**config.mk**
```make
export PLATFORM = sky130hd
export DESIGN_NAME = ps2_rx_controller
export DESIGN_NICKNAME = d
export VERILOG_FILES = /design/src/rtl/ps2_rx_controller.sv
export SDC_FILE = /design/constraint.sdc
export NUM_CORES = 1
export LEC_CHECK = 0
export CAP_MARGIN = 20
export CORE_UTILIZATION = 52
export CTS_CLUSTER_SIZE = 10
export DETAILED_ROUTE_END_ITERATION = 10
export DONT_BUFFER_PORTS = 1
export PLACE_DENSITY = 0.78
export SLEW_MARGIN = 5
export SYNTH_ARGS = -nofsm -noshare
export SYNTH_HDL_FRONTEND = slang
export SYNTH_SLANG_ARGS = --single-unit
export TNS_END_PERCENT = 30
```
**constraint.sdc**
```tcl
create_clock -name clk -period 1.9 [get_ports clk]
set_clock_uncertainty 0.1 [all_clocks]
set_input_delay 0.285 -clock clk [delete_from_list [all_inputs] [get_ports clk]]
set_output_delay 0.285 -clock clk [all_outputs]
set_load 0.05 [all_outputs]
```
**src/rtl/ps2_rx_controller.sv**
```systemverilog
// PS/2 keyboard receiver: synchronizes and filters the pins, sequences the 11-bit frame,
// folds E0/F0 prefixes into flags and hands finished scan codes out through a valid/ready register.
module ps2_rx_controller #(
    parameter int SYNC_STAGES    = 2,
    parameter int FILTER_LEN     = 4,
    parameter int TIMEOUT_CYCLES = 5000
) (
    input  logic       clk,
    input  logic       rst_n,
    input  logic       kb_clk,
    input  logic       data,
    output logic [7:0] scan_code,
    output logic       break_flag,
    output logic       ext_flag,
    output logic       scan_valid,
    input  logic       scan_ready,
    output logic       frame_err,
    output logic       overrun,
    output logic       busy
);

    localparam int FCW = (FILTER_LEN > 1) ? $clog2(FILTER_LEN) : 1;
    localparam int TCW = (TIMEOUT_CYCLES > 1) ? $clog2(TIMEOUT_CYCLES) : 1;

    localparam logic [1:0] ST_IDLE   = 2'd0;
    localparam logic [1:0] ST_DATA   = 2'd1;
    localparam logic [1:0] ST_PARITY = 2'd2;
    localparam logic [1:0] ST_STOP   = 2'd3;

    logic [SYNC_STAGES-1:0] clk_sync_r;
    logic [SYNC_STAGES-1:0] dat_sync_r;
    logic                   clk_s;
    logic                   dat_s;
    logic                   filt_clk_r;
    logic [FCW-1:0]         filt_cnt_r;
    logic                   strobe_r;

    logic [1:0]     state_r,     state_nxt;
    logic [2:0]     bit_cnt_r,   bit_cnt_nxt;
    logic [7:0]     shift_r,     shift_nxt;
    logic           par_ok_r,    par_ok_nxt;
    logic [TCW-1:0] tmo_r,       tmo_nxt;
    logic           p_ext_r,     p_ext_nxt;
    logic           p_brk_r,     p_brk_nxt;
    logic [7:0]     code_r,      code_nxt;
    logic           brk_r,       brk_nxt;
    logic           ext_r,       ext_nxt;
    logic           valid_r,     valid_nxt;
    logic           ferr_r,      ferr_nxt;
    logic           ovr_r,       ovr_nxt;
    logic           tmo_hit_s;

    assign clk_s = clk_sync_r[SYNC_STAGES-1];
    assign dat_s = dat_sync_r[SYNC_STAGES-1];

    // Pin synchronizers, reset to the idle-high bus level.
    always_ff @(posedge clk or negedge rst_n) begin
        if (!rst_n) begin
            clk_sync_r <= {SYNC_STAGES{1'b1}};
            dat_sync_r <= {SYNC_STAGES{1'b1}};
        end else begin
            clk_sync_r <= {clk_sync_r[SYNC_STAGES-2:0], kb_clk};
            dat_sync_r <= {dat_sync_r[SYNC_STAGES-2:0], data};
        end
    end

    // Glitch filter: flip only after FILTER_LEN consecutive differing samples; strobe on the falling flip.
    always_ff @(posedge clk or negedge rst_n) begin
        if (!rst_n) begin
            filt_clk_r <= 1'b1;
            filt_cnt_r <= {FCW{1'b0}};
            strobe_r   <= 1'b0;
        end else begin
            strobe_r <= 1'b0;
            if (clk_s == filt_clk_r) begin
                filt_cnt_r <= {FCW{1'b0}};
            end else if (filt_cnt_r == FCW'(FILTER_LEN - 1)) begin
                filt_clk_r <= clk_s;
                filt_cnt_r <= {FCW{1'b0}};
                strobe_r   <= ~clk_s;
            end else begin
                filt_cnt_r <= filt_cnt_r + FCW'(1);
            end
        end
    end

    // A strobe in the same cycle always beats the timeout.
    assign tmo_hit_s = !strobe_r && (state_r != ST_IDLE) && (tmo_r == TCW'(TIMEOUT_CYCLES - 1));

    // Frame sequencer, prefix folding and holding-register next state.
    always_comb begin
        state_nxt   = state_r;
        bit_cnt_nxt = bit_cnt_r;
        shift_nxt   = shift_r;
        par_ok_nxt  = par_ok_r;
        p_ext_nxt   = p_ext_r;
        p_brk_nxt   = p_brk_r;
        code_nxt    = code_r;
        brk_nxt     = brk_r;
        ext_nxt     = ext_r;
        ferr_nxt    = 1'b0;
        ovr_nxt     = 1'b0;
        if (valid_r && scan_ready) begin
            valid_nxt = 1'b0;
        end else begin
            valid_nxt = valid_r;
        end
        if (strobe_r) begin
            tmo_nxt = {TCW{1'b0}};
        end else if (state_r != ST_IDLE) begin
            tmo_nxt = tmo_r + TCW'(1);
        end else begin
            tmo_nxt = {TCW{1'b0}};
        end

        if (strobe_r) begin
            case (state_r)
                ST_IDLE: begin
                    if (!dat_s) begin
                        state_nxt   = ST_DATA;
                        bit_cnt_nxt = 3'd0;
                    end else begin
                        ferr_nxt = 1'b1;
                    end
                end
                ST_DATA: begin
                    shift_nxt[bit_cnt_r] = dat_s;
                    bit_cnt_nxt          = bit_cnt_r + 3'd1;
                    if (bit_cnt_r == 3'd7) begin
                        state_nxt = ST_PARITY;
                    end else begin
                        state_nxt = ST_DATA;
                    end
                end
                ST_PARITY: begin
                    par_ok_nxt = ^{shift_r, dat_s};
                    state_nxt  = ST_STOP;
                end
                ST_STOP: begin
                    state_nxt = ST_IDLE;
                    if (par_ok_r && dat_s) begin
                        if (shift_r == 8'hE0) begin
                            p_ext_nxt = 1'b1;
                        end else if (shift_r == 8'hF0) begin
                            p_brk_nxt = 1'b1;
                        end else begin
                            p_ext_nxt = 1'b0;
                            p_brk_nxt = 1'b0;
                            if (!valid_r || scan_ready) begin
                                code_nxt  = shift_r;
                                brk_nxt   = p_brk_r;
                                ext_nxt   = p_ext_r;
                                valid_nxt = 1'b1;
                            end else begin
                                ovr_nxt = 1'b1;
                            end
                        end
                    end else begin
                        ferr_nxt  = 1'b1;
                        p_ext_nxt = 1'b0;
                        p_brk_nxt = 1'b0;
                    end
                end
                default: begin
                    state_nxt = ST_IDLE;
                end
            endcase
        end else if (tmo_hit_s) begin
            state_nxt = ST_IDLE;
            tmo_nxt   = {TCW{1'b0}};
            ferr_nxt  = 1'b1;
            p_ext_nxt = 1'b0;
            p_brk_nxt = 1'b0;
        end else begin
            state_nxt = state_r;
        end
    end

    // State and output registers.
    always_ff @(posedge clk or negedge rst_n) begin
        if (!rst_n) begin
            state_r   <= ST_IDLE;
            bit_cnt_r <= 3'd0;
            shift_r   <= 8'h00;
            par_ok_r  <= 1'b0;
            tmo_r     <= {TCW{1'b0}};
            p_ext_r   <= 1'b0;
            p_brk_r   <= 1'b0;
            code_r    <= 8'h00;
            brk_r     <= 1'b0;
            ext_r     <= 1'b0;
            valid_r   <= 1'b0;
            ferr_r    <= 1'b0;
            ovr_r     <= 1'b0;
        end else begin
            state_r   <= state_nxt;
            bit_cnt_r <= bit_cnt_nxt;
            shift_r   <= shift_nxt;
            par_ok_r  <= par_ok_nxt;
            tmo_r     <= tmo_nxt;
            p_ext_r   <= p_ext_nxt;
            p_brk_r   <= p_brk_nxt;
            code_r    <= code_nxt;
            brk_r     <= brk_nxt;
            ext_r     <= ext_nxt;
            valid_r   <= valid_nxt;
            ferr_r    <= ferr_nxt;
            ovr_r     <= ovr_nxt;
        end
    end

    assign scan_code  = code_r;
    assign break_flag = brk_r;
    assign ext_flag   = ext_r;
    assign scan_valid = valid_r;
    assign frame_err  = ferr_r;
    assign overrun    = ovr_r;
    assign busy       = (state_r != ST_IDLE);

endmodule
```
* Word-level counts from Yosys, hierarchy flattened *
Index checks and enable logic that the tools add are counted.

storage, ports and cells
  output and inout bits = 14
  register bits after elaboration = 50
  input port bits = 5
  word-level logic and storage cells = 109

cells by class
  reduce and logical (&&, ||, !) cells = 21
  add/subtract/negate cells = 3
  bitwise logic cells = 4
  order comparisons = 2
  equal/unequal tests = 14
  muxes and demuxes = 47

operators by type and width
  cell                                                                                  count
  13-bit two-way mux                                                                    4
  1-bit two-way mux                                                                     31
  8-bit == test (second input constant)                                                 2
  13-bit by 1-bit adder with 13-bit output (second input constant)                      1
  13-bit == test (second input constant)                                                1
  2-bit two-way mux                                                                     6
  3-bit AND reduction                                                                   3
  9-bit XOR reduction                                                                   1
  8-bit bitwise mux                                                                     1
  2-bit case mux with 4 select lines                                                    1
  2-bit AND reduction                                                                   4
  2-bit == test (second input constant)                                                 3
  3-bit != test (second input constant)                                                 2
  3-bit case mux with 2 select lines                                                    1
  6-bit AND reduction                                                                   1
  2-bit nonzero test                                                                    3
  1-bit logical AND                                                                     5
  3-bit by 4-bit < comparator with 1-bit output (second input constant)                 1
  4-bit != test (second input constant)                                                 1
  1-bit inverter                                                                        4
  3-bit by 1-bit adder with 3-bit output (second input constant)                        1
  1-bit demux with 3-bit select                                                         1
  3-bit == test (second input constant)                                                 1
  3-bit by 1-bit greater-or-equal comparator with 1-bit output (second input constant)  1
  other kinds (10)                                                                      11

* Logic depth before layout (Yosys ltp) *
  word-level depth = 8
  mapped depth = 7
  mapped depth without buffers = 6

* Least setup slack after synthesis *
OpenSTA, ideal clock, no wires.

  path type = register -> register
  start = register tmo_r[6]
  end = register p_brk_r
  stages on the path, launching flop included = 7
  slack = -128 ps
  path buffers = 1
  clock period less this slack = 2028 ps
  arrival time = 1810 ps
  library setup time = 118 ps
  required time = 1682 ps
  cells stage by stage = dfrtp_1 or4_1 or4_1 buf_2 o31ai_4 and2_1 nor2_1

on the way
  longest elaborated chain between the ends = 4

RTL lines
  element                               line  source
  from (decl)                           42    logic [TCW-1:0] tmo_r, tmo_nxt;
  from (signal assigned)                186   tmo_r <= {TCW{1'b0}};
  from (signal assigned)                200   tmo_r <= tmo_nxt;
  13-bit == test                        88    assign tmo_hit_s = !strobe_r && (state_r != ST_IDLE) && (tmo_r == TCW'(TIMEOUT_CYCLES - 1));
  1-bit logical AND                     88
  2-bit nonzero test (no source line)   --
  3-bit AND reduction (no source line)  --
  to (signal assigned)                  202   p_brk_r <= p_brk_nxt;
  to (decl)                             44    logic p_brk_r, p_brk_nxt;

No other way between the ends.
A chain may end at the register's enable or synchronous reset.

* Final worst setup path *
  start = register tmo_r[5]
  end = register p_ext_r

on the way
  longest elaborated chain between the ends = 4

RTL lines
  element                               line  source
  13-bit == test                        88
  1-bit logical AND                     88
  2-bit nonzero test (no source line)   --
  3-bit AND reduction (no source line)  --
  to (signal assigned)                  201   p_ext_r <= p_ext_nxt;
  to (decl)                             43    logic p_ext_r, p_ext_nxt;

No other way between the ends.

==> impl_metrics.py <==
metrics = {
    "timing": {
        "fmaxAchievable_ghz": 0.487,
        "fin_crit_sh_pct": 108,
        "finalHoldViolations": 0,
        "worst_slack_ns": -0.153,
        "rsz0062_at_grt": "true",
        "tns_ns": -1.83,
        "setup_viol": 18,
        "drv_slew": 0,
        "relSlewSlack_pct": 66.8,
        "min_period_ns": 2.05,
        "max_slew.worst_pin.slew_ns": 0.498,
    },
    "setup_path": {
        "critPathKind": "flip-flop to flip-flop",
        "start_kind": "flip-flop",
        "r2r_start": "tmo_r[5]",
        "worst-path-max-fanout": 4,
        "r2r_cells": 5,
        "worstReg2RegEnd": "p_ext_r",
        "arrival_ns": 2.15,
        "r2r_slack_ns": -0.15,
        "crit_required_ns": 2.00,
        "end_kind": "flip-flop",
    },
    "final_layout": {
        "final_nets": 267,
        "area_growth_pct": 21.0,
        "fill_cells": 333,
        "antenna_cells": 0,
        "drive_gt1_share_pct": 32.4,
        "design_area_um2": 2860,
        "final_cells": 305,
        "finalCoreUtilization_pct": 65.7,
    },
    "floorplanning": {
        "start_util_pct": 54.3,
        "coreArea_um2": 4350,
        "die_h_um": 69.4,
        "pin_count": 19,
        "die_x_um": 69.4,
        "rows": 24,
        "die_area_um2": 4820,
    },
    "placed_design": {
        "place_ws_ns": -0.208,
        "numPortBuffers": 0,
        "place.gp.congestion": 0.813,
        "placed_area_um2": 2650,
        "place_inst": 293,
        "hpwlAfterDp_um": 3090,
    },
    "synth": {
        "yosysSeqAreaShare_pct": 53.2,
        "ys_ff_latch": 50,
        "yosysTopAreaCell": "dfrtp_1",
        "syn_inst": 215,
        "synth.avg_cell_area_um2": 11.0,
        "synth_area_leaders": "dfrtp_1 (48%), mux2_2 (8.6%), dfstp_2 (5.6%), ha_1 (4.8%), xnor2_1 (3.7%)",
        "ys_types": 39,
        "syn-num-nets": 229,
        "synth_area_um2": 2360,
        "synth.yosys.warnings": 0,
        "synth_top_area_share_pct": 47.6,
    },
    "grt": {
        "gr-usage-met1_pct": 28.3,
        "grtUsageMet3_pct": 4.51,
        "grt-busiest-layer": "met2",
        "grt_pass1_vias": 1733,
        "grt_pass1_wl_um": 7830,
        "grt-ovfl-total": 0,
        "grt_use_met2_pct": 32.8,
        "grt_max_degree": 51,
        "track_usage_pct": 20.5,
        "antenna_found_initial": 0,
    },
    "worst_hold_path": {
        "hold_path_end": "overrun",
        "hold_depth": 2,
        "holdCritStartpoint": "scan_ready",
        "hp-class": "input pin to flip-flop",
    },
    "run_status": {
        "status": "finished, violations left",
        "violations": "negative setup slack",
    },
    "drt": {
        "wl_per_cell_um": 14.4,
        "ant_nets": 0,
        "drt-total-wl_um": 4400,
        "firstDrtPassIters": 4,
        "post_drt_via_cell_ratio": 5.48,
        "dr.first_iter.drc_count": 100,
        "via_count": 1670,
        "drc": 0,
    },
    "job": {
        "drv_cap": 0,
    },
    "cts": {
        "h-tree-depth": 2,
        "clock-sinks": 50,
        "clkSlewWorstSetupHoldPaths_ns": 0.08,
        "clk_latency_ns": 0.29,
        "cts_tree": "built",
        "cts-root-buf": "clkbuf_8",
        "cts_inserted_buffers": 5,
        "clk_path_buf_depth": 2,
    },
    "power": {
        "cellLeakagePower_uw": 0.00135,
        "p_per_area_nw_per_um2": 968,
        "ir_drop_v": 0.000664,
    },
}
cell usage after synthesis:
library cell / n
ha_1: 9
buf_2: 3
nor3_1: 6
inv_1: 8
nand4_1: 6
or4_1: 2
nor3b_1: 1
a22o_1: 2
and3_1: 1
xnor2_1: 10
a31o_2: 1
xor2_1: 8
nor2b_1: 2
a21oi_1: 8
o22ai_1: 1
o31ai_1: 1
or3_1: 3
nor2_1: 19
clkbuf_1: 4
or2b_2: 1
a21boi_0: 1
o21ai_0: 6
nand2b_1: 4
mux2_2: 18
nand2_1: 21
o31ai_4: 1
and2_1: 1
nand3_1: 5
nand3b_1: 1
a2111oi_0: 1
and3_2: 1
nor4_1: 3
dfrtp_1: 45
dfstp_2: 5
nand4b_1: 2
o221ai_1: 1
and3b_1: 1
a2bb2oi_1: 1
or2_2: 1
state kept, by name, summed over array words and instances (netlist names), 2 cells and up:
name	cells
scan_code	8
bit_cnt_r	3
filt_cnt_r	2
shift_r	8
tmo_r	13
dat_sync_r	2
clk_sync_r	2
state_r	2
where the power goes:
group / leakage (uW) / total, uW / internal [uW] / switching, uW
Combinational: 0.000646 / 872 / 431 / 441
Clock: 0.0000383 / 574 / 254 / 320
Sequential: 0.000664 / 1320 / 1210 / 116
repair_timing:
item | 4_1_cts | 5_1_grt
hold buffers | 4 | 0
setup buffers | 0 | 1
setup endpoints to repair | 29 | 34
gates resized for setup | 11 | 10
hold endpoints to repair | 52 | 0
pin swaps | 1 | 0
routing by layer:
layer	part of all wire, %	up-vias
met5	0	-
met4	1.0	0
met2	48	34
li1	-	815
met1	48	814
met3	3.2	7
cells by family (layout without fill, tap and decap cells):
family,Yosys count,after routing,share of synthesized area (%)
buffers and inverters,15,53,2.54
multiplexers,18,18,8.57
AND/OR/NAND/NOR,81,81,17.3
flip-flops,50,50,53.2
XOR/XNOR,18,18,6.67
AO/OA/AOI/OAI,24,24,6.99
adder cells (fa/ha/maj),9,9,4.76
cell type report:
type | instances | area [um2] | area share, %
clock buffers | 7 | 76.3 | 2.67
inverters | 8 | 30.0 | 1.05
multi-input cells | 150 | 1100 | 38.5
flip-flops and latches | 50 | 1260 | 43.9
well taps | 52 | 65.1 | 2.27
repair buffers | 38 | 332 | 11.6
cells in the final DEF (no fill, tap or decap), drive strengths merged, types with 2 or more instances in the layout:
cell type | netlist | layout
a21oi | 8 | 8
dfrtp | 45 | 45
ha | 9 | 9
nand3 | 5 | 5
dfstp | 5 | 5
clkbuf | 4 | 7
o31ai | 2 | 2
nor3 | 6 | 6
a22o | 2 | 2
or3 | 3 | 3
nor4 | 3 | 3
inv | 8 | 8
nand4 | 6 | 6
o21ai | 6 | 6
nor2 | 19 | 19
nand4b | 2 | 2
nand2 | 21 | 21
xnor2 | 10 | 10
xor2 | 8 | 8
dlygate4sd3 | 0 | 3
buf | 3 | 35
or4 | 2 | 2
mux2 | 18 | 18
nand2b | 4 | 4
and3 | 2 | 2
nor2b | 2 | 2
through the flow:
step	power [uW]	hold WS [ns]
floorplan	1810	-0.111
global placement	2070	-0.110
detailed placement	2100	-0.110
CTS	2760	0.0698
global route	2950	0.0935
finish	2770	0.0837
critical path: stages, from the launching register on:
cell and delay (ns):
dfrtp_1 0.40, or4_4 0.54, or4_4 0.47, o31ai_4 0.22
and2_4 0.19, nor2_1 0.04
worst max path at each step:
stage	from	to	slack, ns	depth (start not counted)
3_3_place_gp	tmo_r[5]	p_ext_r	-0.14	5
2_1_floorplan	tmo_r[6]	p_brk_r	-0.13	6
5_1_grt	tmo_r[5]	p_ext_r	-0.20	5
6_report	tmo_r[5]	p_ext_r	-0.15	5
4_1_cts	tmo_r[5]	p_brk_r	-0.13	5
3_5_place_dp	tmo_r[5]	p_brk_r	-0.21	5
No activity file was read; power rests on OpenSTA's default activity.
